[config.mk]
export PLATFORM = sky130hd
export DESIGN_NAME = updown_counter_ext
export DESIGN_NICKNAME = d
export VERILOG_FILES = /design/src/rtl/updown_counter_ext.sv
export SDC_FILE = /design/constraint.sdc
export NUM_CORES = 1
export LEC_CHECK = 0
export BUFFER_PORTS_ARGS = -buffer_cell sky130_fd_sc_hd__buf_2
export CAP_MARGIN = 20
export CORE_MARGIN = 1.5
export CORE_UTILIZATION = 50
export CTS_CLUSTER_DIAMETER = 30
export DETAILED_ROUTE_END_ITERATION = 12
export PLACE_DENSITY = 0.75
export SKIP_CTS_REPAIR_TIMING = 1
export SLEW_MARGIN = 20
export SYNTH_ARGS = -nofsm -noshare
export SYNTH_HDL_FRONTEND = slang
export SYNTH_SLANG_ARGS = --single-unit
[constraint.sdc]
create_clock -name clk -period 5.2 [get_ports clk]
set_clock_uncertainty 0.15 [all_clocks]
set_input_delay 0.52 -clock clk [delete_from_list [all_inputs] [get_ports clk]]
set_output_delay 0.52 -clock clk [all_outputs]
set_load 0.005 [all_outputs]
[src/rtl/updown_counter_ext.sv]
// Parametrised loadable up/down counter with limits, wrap/saturate, prescaler,
// boundary event/sticky flags and compare match.
module updown_counter_ext #(
  parameter int unsigned WIDTH   = 8,
  parameter int unsigned STEP_W  = 4,
  parameter int unsigned PRESC_W = 4
) (
  input  logic               clk,
  input  logic               rst_n,
  input  logic               load,
  input  logic [WIDTH-1:0]   load_val,
  input  logic               en,
  input  logic               dir_up,
  input  logic [STEP_W-1:0]  step,
  input  logic [PRESC_W-1:0] presc,
  input  logic               sat_mode,
  input  logic [WIDTH-1:0]   limit_lo,
  input  logic [WIDTH-1:0]   limit_hi,
  input  logic [WIDTH-1:0]   cmp_val,
  input  logic               clr_sticky,
  output logic [WIDTH-1:0]   count,
  output logic               bnd_evt,
  output logic               bnd_sticky,
  output logic               cmp_match,
  output logic               cfg_err
);

  // Wide enough that count+step and lo+step never overflow.
  localparam int unsigned AW = ((STEP_W > WIDTH) ? STEP_W : WIDTH) + 1;

  logic [WIDTH-1:0]   r_count;
  logic [PRESC_W-1:0] r_pc;
  logic               r_bnd_evt;
  logic               r_bnd_sticky;

  logic               w_tick;
  logic               w_adv;
  logic               w_bnd;
  logic [AW-1:0]      w_cnt_x;
  logic [AW-1:0]      w_step_x;
  logic [AW-1:0]      w_lo_x;
  logic [AW-1:0]      w_hi_x;
  logic [AW-1:0]      w_sum;
  logic [AW-1:0]      w_lo_plus;
  logic [WIDTH-1:0]   w_diff;
  logic [WIDTH-1:0]   w_count_d;
  logic [PRESC_W-1:0] w_pc_d;

  assign cfg_err   = (limit_lo > limit_hi);
  assign cmp_match = (r_count == cmp_val);

  assign w_cnt_x   = {{(AW-WIDTH){1'b0}}, r_count};
  assign w_step_x  = {{(AW-STEP_W){1'b0}}, step};
  assign w_lo_x    = {{(AW-WIDTH){1'b0}}, limit_lo};
  assign w_hi_x    = {{(AW-WIDTH){1'b0}}, limit_hi};
  assign w_sum     = w_cnt_x + w_step_x;
  assign w_lo_plus = w_lo_x + w_step_x;
  // Only used when count >= lo + step, so the narrow subtraction cannot underflow.
  assign w_diff    = r_count - w_step_x[WIDTH-1:0];

  // >= rather than == so a presc reduced below the current pc still ticks.
  assign w_tick = en && (r_pc >= presc);
  assign w_adv  = !load && w_tick && !cfg_err && (step != '0);

  always_comb begin
    w_count_d = r_count;
    w_bnd     = 1'b0;
    w_pc_d    = r_pc;
    if (load) begin
      w_count_d = load_val;
      w_pc_d    = '0;
    end else begin
      if (en) begin
        w_pc_d = w_tick ? '0 : r_pc + 1'b1;
      end
      if (w_adv) begin
        if (dir_up) begin
          if (w_sum <= w_hi_x) begin
            w_count_d = w_sum[WIDTH-1:0];
          end else begin
            w_count_d = sat_mode ? limit_hi : limit_lo;
            w_bnd     = 1'b1;
          end
        end else begin
          if (w_cnt_x >= w_lo_plus) begin
            w_count_d = w_diff;
          end else begin
            w_count_d = sat_mode ? limit_lo : limit_hi;
            w_bnd     = 1'b1;
          end
        end
      end
    end
  end

  always_ff @(posedge clk or negedge rst_n) begin
    if (!rst_n) begin
      r_count      <= '0;
      r_pc         <= '0;
      r_bnd_evt    <= 1'b0;
      r_bnd_sticky <= 1'b0;
    end else begin
      r_count   <= w_count_d;
      r_pc      <= w_pc_d;
      r_bnd_evt <= w_bnd;
      if (w_bnd) begin
        r_bnd_sticky <= 1'b1;
      end else if (clr_sticky) begin
        r_bnd_sticky <= 1'b0;
      end
    end
  end

  assign count      = r_count;
  assign bnd_evt    = r_bnd_evt;
  assign bnd_sticky = r_bnd_sticky;

endmodule

==> reports/summary.json <==
{
  "timing": {
    "tightestPinTransition_ns": 0.783,
    "post-route-period-util": 0.802,
    "rsz0062_at_grt": "no",
    "finalWorstSetupSlack_ns": 1.03,
    "max_slew_margin": 0.472,
    "fmaxAchievable_mhz": 240,
    "timing.final.hold_violations": 0,
    "slew_violations": 0,
    "layout_min_cycle_time_ns": 4.17,
    "setup-tns-final_ns": 0,
    "final_setup_violation_count": 0
  },
  "floorplanning": {
    "placementRows": 25,
    "design.portCount": 59,
    "core-area_sq_um": 4750,
    "dieArea_sq_um": 5400,
    "die_height_um": 73.5,
    "initial_utilization": 0.522,
    "die_w_um": 73.5
  },
  "global_route": {
    "grt_antenna_before_repair": 0,
    "track_usage": 0.272,
    "pin_count_of_the_biggest_net_entering_global_routing": 24,
    "grt_pass1_wl_um": 11100,
    "grt_pass1_vias": 2345,
    "grt_overflow": 0
  },
  "critical_path": {
    "reg2regPathDepth": 12,
    "cp.arrival_ns": 4.15,
    "critPathMaxFanout": 9,
    "worstSetupEndpointType": "flop",
    "worstPathRequired_ns": 5.18,
    "timing_worst_setup_path_type": "flop to flop",
    "startpoint_type": "flop"
  },
  "cts": {
    "maximum_buffer_depth_of_the_clock_tree": 2,
    "clock_latency_ns": 0.24,
    "cts_buffers": 3,
    "tritoncts": "built",
    "clock_pin_transition_on_the_worst_setup_and_hold_timing_paths_ns": 0.06,
    "cts_root_buffer": "clkbuf_8",
    "ctsHtreeMaxLevel": 1,
    "clock-sinks": 14
  },
  "layout": {
    "share_of_post_route_cells_with_drive_strength_above_1": 0.206,
    "synthesis_to_layout_area_growth_pct": 14.5,
    "finalCoreUtilization": 0.598,
    "final_nets": 447,
    "multi_input_area_sq_um": 1980,
    "register_area_sq_um": 350,
    "num_antenna_cells": 0,
    "fillers": 488
  },
  "detailed_routing": {
    "detail_route.drc_violations": 0,
    "drt.antenna.violating_nets": 0,
    "drt-wirelength-per-cell_um": 16.4,
    "drtIter0Drc": 175,
    "drt-pass1-iter-count": 4,
    "finalWirelength_um": 6900,
    "route.detailed.vias_per_inst": 5.92,
    "routed-via-count": 2493
  },
  "yosys": {
    "synth_area_leader_cell": "ha_1",
    "yosys_warnings": 0,
    "yosys.area.top_type_share": 0.207,
    "synth_async_sr_flop_share": 1.00,
    "most_common_cell_in_the_netlist": "ha_1",
    "syn-instance-count": 306,
    "number_of_synthesized_flops_with_an_enable_pin": 0,
    "synthFlopType": "dfrtp_1",
    "mappedNetlistArea_sq_um": 2480,
    "ys_ff_latch": 14,
    "synthTopCellsByCount": "ha_1 (41), inv_1 (25), nand2_1 (25), o21ai_0 (22), xnor2_1 (15)",
    "synth.yosys.seq_area_share": 0.141,
    "synth_top_cells_by_area": "ha_1 (21%), dfrtp_1 (14%), xnor2_1 (5.3%)",
    "synth.lib_cells_used.distinct": 53,
    "synth.avg_cell_area_sq_um": 8.12,
    "synthesis.nets": 397
  },
  "power": {
    "power.static_leakage_nw": 1.38,
    "powerDensity_nw_per_um2": 196,
    "ir_drop_uv": 110,
    "total_power_w": 0.000558
  },
  "placed_design": {
    "place.gp.congestion": 0.957,
    "dp_hpwl_um": 5730,
    "port_buffers": 58,
    "place_ws_ns": 0.840
  },
  "min_path": {
    "hold_class": "input pin to async pin"
  },
  "status": {
    "status": "finished, final reports clean"
  },
  "flow_run": {
    "max-cap-violations": 0
  }
}
==> cells in the final DEF, fill, tap and decap left out, types with 6 or more instances in the layout <==
cell / count
inv_1: 25
a21oi_1: 14
xor2_1: 10
mux2i_1: 8
dfrtp_1: 14
o221ai_1: 6
o211ai_1: 7
o2111ai_1: 6
a31oi_1: 6
nand4_1: 10
o21ai_0: 22
buf_2: 58
nor2_1: 10
ha_1: 41
a21o_1: 6
nand3_1: 7
nand2_1: 25
xnor2_1: 15
nor2b_1: 8
nand2b_1: 9
==> stage by stage <==
step                      hold slack (ns)  std cells  cell area (sq um)
after floorplan                    0.0744        306               2480
after global placement              0.282        418               2800
after detailed placement            0.285        418               2800
after CTS                          0.0227        421               2840
after global routing               0.0312        421               2840
final                             0.00943        421               2840
==> worst max-delay path, stage by stage (launching register included) <==
cell	delay, ns
dfrtp_1	0.46
ha_1	0.42
or3b_2	0.50
a31oi_1	0.27
o2111ai_1	0.15
xnor2_1	0.23
ha_1	0.28
nand3_1	0.18
nor3_4	0.08
a211oi_2	0.35
or2_1	0.36
mux2_4	0.33
a211o_1	0.29
==> state kept, by name (all words and copies together) (netlist names) <==
register    flops
bnd_evt         1
bnd_sticky      1
count           8
r_pc            4
==> power by group <==
group | internal [W] | switching (W)
registers | 0.000117 | 0.0000203
logic | 0.000140 | 0.000193
clock network | 0.0000512 | 0.0000368
==> cell families (layout without fill, tap and decap cells) <==
logic type	after synthesis	count (layout)	synth area share
compound gates	88	88	0.249
simple gates	86	86	0.186
fa+ha+maj	44	44	0.231
buf+inv	39	87	0.0620
xor+xnor	25	25	0.0882
flops	14	14	0.141
mux	10	10	0.0428
==> final timing paths <==
| path | end | from | slack (ns) |
|---|---|---|---|
| max in group asynchronous | count[7]$_DFFE_PN0P_ | rst_n | 4.65 |
| max reg2reg | count[6]$_DFFE_PN0P_ | count[2]$_DFFE_PN0P_ | 1.03 |
| min | count[0]$_DFFE_PN0P_ | rst_n | 0.009 |
| max | count[6]$_DFFE_PN0P_ | count[2]$_DFFE_PN0P_ | 1.03 |
| min reg2reg | bnd_sticky$_DFFE_PN0P_ | bnd_sticky$_DFFE_PN0P_ | 0.38 |
| min in group clk | bnd_sticky$_DFFE_PN0P_ | clr_sticky | 0.31 |
==> cell type report <==
cell class,instances,share of cell area
inverter,26,0.0343
timing repair buffer,58,0.102
sequential,14,0.123
multi-input combinational,253,0.696
clock buffer,3,0.0145
tap,67,0.0295
==> layer usage <==
| metal | wire length, um | GRT usage |
|---|---|---|
| met1 | 2970 | 0.354 |
| met2 | 3350 | 0.467 |
| met3 | 472 | 0.0398 |
| met4 | 115 | 0.0741 |
| met5 | 0 | 0 |
No activity file was read; power rests on OpenSTA's default activity.
